==> src/rtl/tlul_host_arb.sv <==
// ---------------------------------------------------------------------------
// tlul_pkg / tlul_host_arb
//
// tlul_pkg: minimal TL-UL channel structs shared by hosts and devices.
//
// tlul_host_arb: two-host to one-device TL-UL arbiter. Host 0 is the core
// LSU path, host 1 the debug/DAP master. The A channel is forwarded
// combinationally from the arbitration winner; the granted host ID is pushed
// into an in-order FIFO on every A handshake, and D responses are steered to
// the host at the FIFO head.
//
// Ports:
//   clk_i, rst_ni   clock, asynchronous active-low reset
//   tl_h0_i/o       host 0 (LSU) request / response
//   tl_h1_i/o       host 1 (DAP) request / response
//   tl_d_o/i        shared device request / response
//   grant_o         one-hot A-channel grant, 0 when no host requests
//   busy_o          high while any request is outstanding
//   err_unexp_o     sticky: a D response arrived with nothing outstanding
//
// Parameter MaxOutstanding (1..16): depth of the outstanding-ID FIFO.
//
// Optional build macro TLUL_HOST_ARB_FIXED_PRIO_EN: replaces round-robin with
// fixed priority (host 0 wins contention); the round-robin pointer is then
// not built. Lock and FIFO behaviour are the same in both builds.
//
// Handshake semantics: a beat transfers on a channel exactly in the cycle
// where valid and ready are both high at the rising clock edge. valid must
// not depend on ready; once raised, valid and payload hold until transfer.
// ---------------------------------------------------------------------------

package tlul_pkg;

    localparam logic [2:0] PutFullData   = 3'd0;
    localparam logic [2:0] Get           = 3'd4;
    localparam logic [2:0] AccessAck     = 3'd0;
    localparam logic [2:0] AccessAckData = 3'd1;

    typedef struct packed {
        logic        a_valid;
        logic [2:0]  a_opcode;
        logic [2:0]  a_param;
        logic [1:0]  a_size;
        logic [7:0]  a_source;
        logic [31:0] a_address;
        logic [3:0]  a_mask;
        logic [31:0] a_data;
        logic        d_ready;
    } tl_h2d_t;

    typedef struct packed {
        logic        d_valid;
        logic [2:0]  d_opcode;
        logic [2:0]  d_param;
        logic [1:0]  d_size;
        logic [7:0]  d_source;
        logic        d_sink;
        logic [31:0] d_data;
        logic        d_error;
        logic        a_ready;
    } tl_d2h_t;

endpackage

module tlul_host_arb #(
    parameter int unsigned MaxOutstanding = 4
) (
    input  logic              clk_i,
    input  logic              rst_ni,
    input  tlul_pkg::tl_h2d_t tl_h0_i,
    output tlul_pkg::tl_d2h_t tl_h0_o,
    input  tlul_pkg::tl_h2d_t tl_h1_i,
    output tlul_pkg::tl_d2h_t tl_h1_o,
    output tlul_pkg::tl_h2d_t tl_d_o,
    input  tlul_pkg::tl_d2h_t tl_d_i,
    output logic [1:0]        grant_o,
    output logic              busy_o,
    output logic              err_unexp_o
);

    localparam int unsigned CntW = $clog2(MaxOutstanding + 1);
    localparam int unsigned PtrW = (MaxOutstanding > 1) ? $clog2(MaxOutstanding) : 1;
    localparam logic [CntW-1:0] CntMax  = CntW'(MaxOutstanding);
    localparam logic [PtrW-1:0] PtrLast = PtrW'(MaxOutstanding - 1);

    logic [CntW-1:0]           count_q;
    logic [PtrW-1:0]           wr_ptr_q;
    logic [PtrW-1:0]           rd_ptr_q;
    logic [MaxOutstanding-1:0] id_fifo_q;   // one host-ID bit per outstanding request
    logic                      lock_q;
    logic                      lock_host_q;
    logic                      err_q;

    logic fifo_full;
    logic fifo_empty;
    logic head_host;
    logic pick_h1;       // contention winner: 1 selects host 1
    logic win_host;
    logic win_valid;
    logic a_hs;
    logic d_hs;
    logic head_d_ready;
    tlul_pkg::tl_h2d_t win_req;

    assign fifo_full  = (count_q == CntMax);
    assign fifo_empty = (count_q == '0);
    assign head_host  = id_fifo_q[rd_ptr_q];

`ifdef TLUL_HOST_ARB_FIXED_PRIO_EN
    assign pick_h1 = 1'b0;
`else
    // Host that won the most recent A handshake; reset to 1 so host 0 has
    // priority on the first contention.
    logic last_q;

    assign pick_h1 = ~last_q;

    always_ff @(posedge clk_i or negedge rst_ni) begin
        if (!rst_ni) begin
            last_q <= 1'b1;
        end else if (a_hs) begin
            last_q <= win_host;
        end
    end
`endif

    // Arbitration. While locked, the grant stays on the host whose beat is
    // still waiting so the device sees a stable request.
    always_comb begin
        win_host  = 1'b0;
        win_valid = 1'b0;
        if (lock_q) begin
            win_host  = lock_host_q;
            win_valid = lock_host_q ? tl_h1_i.a_valid : tl_h0_i.a_valid;
        end else if (tl_h0_i.a_valid && tl_h1_i.a_valid) begin
            win_host  = pick_h1;
            win_valid = 1'b1;
        end else if (tl_h0_i.a_valid) begin
            win_host  = 1'b0;
            win_valid = 1'b1;
        end else if (tl_h1_i.a_valid) begin
            win_host  = 1'b1;
            win_valid = 1'b1;
        end
    end

    assign grant_o = !win_valid ? 2'b00 : (win_host ? 2'b10 : 2'b01);
    assign win_req = win_host ? tl_h1_i : tl_h0_i;

    // A full FIFO blocks new requests outright; a pop in the same cycle only
    // frees the slot for the following cycle.
    assign a_hs = win_valid && !fifo_full && tl_d_i.a_ready;

    assign head_d_ready = head_host ? tl_h1_i.d_ready : tl_h0_i.d_ready;
    assign d_hs         = tl_d_i.d_valid && !fifo_empty && head_d_ready;

    always_comb begin
        tl_d_o         = win_req;
        tl_d_o.a_valid = win_valid && !fifo_full;
        // With nothing outstanding, any response is unexpected and is sunk.
        tl_d_o.d_ready = fifo_empty ? tl_d_i.d_valid : head_d_ready;
    end

    always_comb begin
        tl_h0_o         = tl_d_i;
        tl_h0_o.d_valid = tl_d_i.d_valid && !fifo_empty && !head_host;
        tl_h0_o.a_ready = grant_o[0] && !fifo_full && tl_d_i.a_ready;
        tl_h1_o         = tl_d_i;
        tl_h1_o.d_valid = tl_d_i.d_valid && !fifo_empty && head_host;
        tl_h1_o.a_ready = grant_o[1] && !fifo_full && tl_d_i.a_ready;
    end

    always_ff @(posedge clk_i or negedge rst_ni) begin
        if (!rst_ni) begin
            count_q     <= '0;
            wr_ptr_q    <= '0;
            rd_ptr_q    <= '0;
            id_fifo_q   <= '0;
            lock_q      <= 1'b0;
            lock_host_q <= 1'b0;
            err_q       <= 1'b0;
        end else begin
            if (a_hs) begin
                id_fifo_q[wr_ptr_q] <= win_host;
                wr_ptr_q <= (wr_ptr_q == PtrLast) ? '0 : wr_ptr_q + 1'b1;
            end
            if (d_hs) begin
                rd_ptr_q <= (rd_ptr_q == PtrLast) ? '0 : rd_ptr_q + 1'b1;
            end
            case ({a_hs, d_hs})
                2'b10:   count_q <= count_q + 1'b1;
                2'b01:   count_q <= count_q - 1'b1;
                default: count_q <= count_q;
            endcase
            // A presented beat that did not transfer pins the grant.
            lock_q      <= win_valid && !a_hs;
            lock_host_q <= win_host;
            if (fifo_empty && tl_d_i.d_valid) begin
                err_q <= 1'b1;
            end
        end
    end

    assign busy_o      = (count_q != '0);
    assign err_unexp_o = err_q;

endmodule

==> config.mk <==
export PLATFORM = sky130hd
export DESIGN_NAME = tlul_host_arb
export DESIGN_NICKNAME = d
export VERILOG_FILES = /design/src/rtl/tlul_host_arb.sv
export SDC_FILE = /design/constraint.sdc
export NUM_CORES = 1
export LEC_CHECK = 0
export ABC_AREA = 1
export BUFFER_PORTS_ARGS = -buffer_cell sky130_fd_sc_hd__buf_2
export CORE_AREA = 2 2 165 167
export CTS_CLUSTER_DIAMETER = 30
export DETAILED_ROUTE_END_ITERATION = 10
export DIE_AREA = 0 0 167 169
export PLACE_DENSITY = 0.35
export SLEW_MARGIN = 20
export SYNTH_ARGS = -nofsm -noshare
export SYNTH_HDL_FRONTEND = slang
export SYNTH_SLANG_ARGS = --single-unit
==> constraint.sdc <==
create_clock -name clk_i -period 3.2 [get_ports clk_i]
set_input_delay 0.64 -clock clk_i [delete_from_list [all_inputs] [get_ports clk_i]]
set_output_delay 0.64 -clock clk_i [all_outputs]
set_load 0.05 [all_outputs]
==> Word level (Yosys, flattened, before mapping) <==
Cells that the tools add are included.
Widths: inputs -> output; s select.
{ "word_totals": {"reg_bits": 15, "inputBits": 226, "out_inout_bits": 194} }
{ "classes": {"add_sub_neg": 4, "magnitude_cmp": 3, "eq_ne": 5, "mux": 21, "n_bitwise": 1, "n_reduce_logical": 21} }
{ "ops": {"columns": ["cell", "count"], "rows": [
  ["$mux 85", 1],
  ["$logic_and 1x1->1", 14],
  ["$mux 1", 12],
  ["$mux 2", 4],
  ["$eq 2x2->1 const B", 3],
  ["$lt 2x3->1 const B", 2],
  ["$pmux 3 s2", 1],
  ["$add 2x1->2 const B", 2],
  ["$bwmux 4", 1],
  ["$logic_not 1->1", 4],
  ["$add 3x1->3 const B", 1],
  ["$eq 3x3->1 const B", 1],
  ["$logic_not 3->1", 1],
  ["$reduce_bool 3->1", 1],
  ["$sub 3x1->3 const B", 1],
  ["$bmux 1 s2", 1],
  ["$demux 1 s2", 1],
  ["$eq 2x1->1 const B", 1],
  ["$ge 2x1->1 const B", 1],
  ["$reduce_bool 2->1", 1],
  ["$not 1->1", 1]
]} }

==> Logic depth before layout (Yosys ltp) <==
{ "depth": {"word_depth": 8, "depth_mapped": 13, "depth_no_buf": 13} }

==> Worst setup path before layout <==
OpenSTA, ideal clock, no wires.
{ "synth_path": {"path_type": "in2out", "from": "input tl_h0_i[85] in the netlist's numbering", "to": "output tl_h1_o[0] in the netlist's numbering", "arrival_ns": 1.765, "path_slack_ns": 0.795, "stages": 6, "path_cell_list": "nand2_1 -> nand3_2 -> nand2_2 -> inv_4 -> buf_4 -> nor2_1"} }
{ "synth_lines": {"columns": ["item", "line", "source"], "rows": [
  ["start: declaration", "70", "input tlul_pkg::tl_h2d_t tl_h0_i,"],
  ["end: declaration", "73", "output tlul_pkg::tl_d2h_t tl_h1_o,"]
]} }

==> run summary <==
Share of layout cells above drive strength 1: 45.47%
Seq/Total Area, Yosys: 13.88%
Crit path buf inv count: 3
Final cycle utilization of the critical path: 80.12%
Gr ovfl total: 0
Via/cell ratio: 3.243
HP Class: input pin to asynchronous set/reset pin
Peak supply drop: 0.0004260 V
Chip Width: 167 um
Port buffer count: 269
Critical Path AT: 1.92 ns
Worst endpoint required time: 2.56 ns
Row Count: 60
Total Neg Setup Slack: 0 ns
Power Density: 978.3 nW/um2
Bufs on Longest Clock Path: 2
# setup viols final: 0
Die height: 169 um
DP HPWL: 10670 um
Crit-path cells: nand2_1 -> nand3_2 -> nand2_4 -> inv_4 -> buf_4 -> nand2_1 -> nand2_1 -> buf_2
RD Place Congestion: 0.6955
DR vias: 3181
Post-Syn Nets: 711
Unique cell type count in the Yosys netlist: 23
DRC marker count from the first detailed-route iteration: 89
Met3 WL: 1413 um
Crit path top cell by count: nand2_1
WHS: 0.3083 ns
CP max FO: 35
Drc violations: 0
Clock slew seen by the registers of the worst setup and hold paths: 0.05 ns
Commonest non-fill, non-tap cell in the layout: nand2_1
Routed wire per std cell: 12.77 um
Top sig layer: met4
Total power: 3.690 mW
F_max: 0.3900 GHz
Fillers: 3143
Postcts setup bufs: 0
Max incr delay on CP: 0.53 ns
Worst slew margin: 74.17%
DR WL met2: 6370 um
Finished Layout Cells: 981
Fin worst setup slack: 0.6360 ns
Max Cap Viol: 0
Post-Place Cells: 977
Slew @ Worst Pin: 0.3875 ns
Root Buffer: clkbuf_16
Most frequent cells in the layout: 276 x nand2_1, 269 x buf_2, 16 x inv_1
Vias in the first global route: 2930
Boundary Pins: 420
Dpl ws: 0.6597 ns
Yosys reg bits: 15
Gates resized, CTS repair: 0
Routed WL: 12520 um
Met1 WL: 4656 um
Outcome: complete, no violations
Core area: 26500 um2
Area growth from synthesis to layout: 39.07%
GRT Overall Usage: 8.003%
Multi-input logic area: 1396 um2
Antenna-violating nets left: 0
Max Slew Vio Count: 0
Hold_buf cts: 0
Final Hold Viols: 0
Crit end category: output pin
YS warnings: 0
Cts bufs inserted: 3
Leakage: 2.366 nW
ANT cells: 0
CTS tree: built
Avg Synthesized Cell Area: 5.675 um2
Skew-Pair Late Insertion Delay: 0.25 ns
CP max stage cell: dfstp_2
First-pass GRT wire length: 17520 um
Critical path startpoint category: flip-flop
H-tree Lvls: 1
Clk_skew: 0.0008218 ns
RSZ-0062 raised after global routing: false
TritonRoute pass-1 iters: 4
Starting Density: 10.24%
Initial antenna violation count: 1
Cells after synthesis: 478
Final nets: 874
Largest net degree at the start of global routing: 70
CTS Sinks: 15
Post-Syn Area: 2713 um2
Die ar.: 28220 um2
FF/Latch Area: 376.6 um2
Delay-heaviest family, CP: buffers and inverters
Crit Path Class: flip-flop to output pin
Fin crit period: 2.564 ns
-- state kept, by name (all words and copies together) (netlist names) --
name / flops
wr_ptr_q: 2
count_q: 3
rd_ptr_q: 2
last_q: 1
lock_q: 1
lock_host_q: 1
id_fifo_q: 4
err_unexp_o: 1
-- report_power, final --
group / switching [mW] / leakage (nW) / internal, mW / total [mW]
registers: 0.0712 / 0.178 / 0.279 / 0.351
logic: 2.37 / 2.15 / 0.719 / 3.09
clock network: 0.0775 / 0.0382 / 0.169 / 0.246
-- Yosys cell counts (all sizes together) --
master	n	area share (%)
o21ai	8	1.5
buf	118	32
inv	18	2.6
nand3	10	3.0
dfstp	1	0.97
a21oi	5	0.92
a31oi	1	0.23
fa	1	0.74
ha	6	2.8
nor2	9	1.2
dfrtp	14	13
nand2	280	39
xnor2	2	0.65
nor3	1	0.18
nand4	4	0.92
-- metal layers --
metal	vias to the layer above	track usage, %
li1	1666	-
met2	206	14.53
met4	0	1.387
met3	9	3.390
met1	1300	8.785
met5	-	0
-- per-stage QoR --
step / util (%) / area (um2)
after detailed placement: 13.94 / 3694
after CTS: 14.24 / 3772
after global placement: 13.94 / 3694
after global routing: 14.24 / 3772
final: 14.24 / 3772
after floorplan: - / 2713
-- path summary, 6_finish.rpt --
| kind | startpoint | endpoint | slack, ns | depth (start not counted) |
|---|---|---|---|---|
| worst max-delay path | last_q | tl_d_o[68] | 0.64 | 8 |
| worst min-delay path | rst_ni | err_unexp_o | 0.31 | 1 |
| worst max register to register | count_q[2] | count_q[2] | 1.04 | 10 |
| worst min register to register | err_unexp_o | err_unexp_o | 0.47 | 2 |
| max in group asynchronous | rst_ni | last_q | 2.58 | 1 |
| min in group clk_i | err_unexp_o | err_unexp_o | 0.47 | 2 |
-- cells by family (layout without fill, tap and decap cells) --
family	count (synthesis)	after routing	synth area share, %
AO/OA/AOI/OAI	14	14	2.629
buffers and inverters	136	298	34.82
adder cells (fa/ha/maj)	7	7	3.505
AND/OR/NAND/NOR	304	304	44.51
flip-flops	15	15	13.88
XOR/XNOR	2	2	0.6459
-- area by class of cell --
| cell class | count | area share [%] |
|---|---|---|
| flip-flops and latches | 15 | 9.983 |
| well taps | 341 | 11.31 |
| clock buffers | 4 | 2.090 |
| inverters | 18 | 1.857 |
| multi-input cells | 327 | 37.01 |
| repair buffers | 276 | 37.74 |
Note: power is estimated with default switching activity, not from simulation.
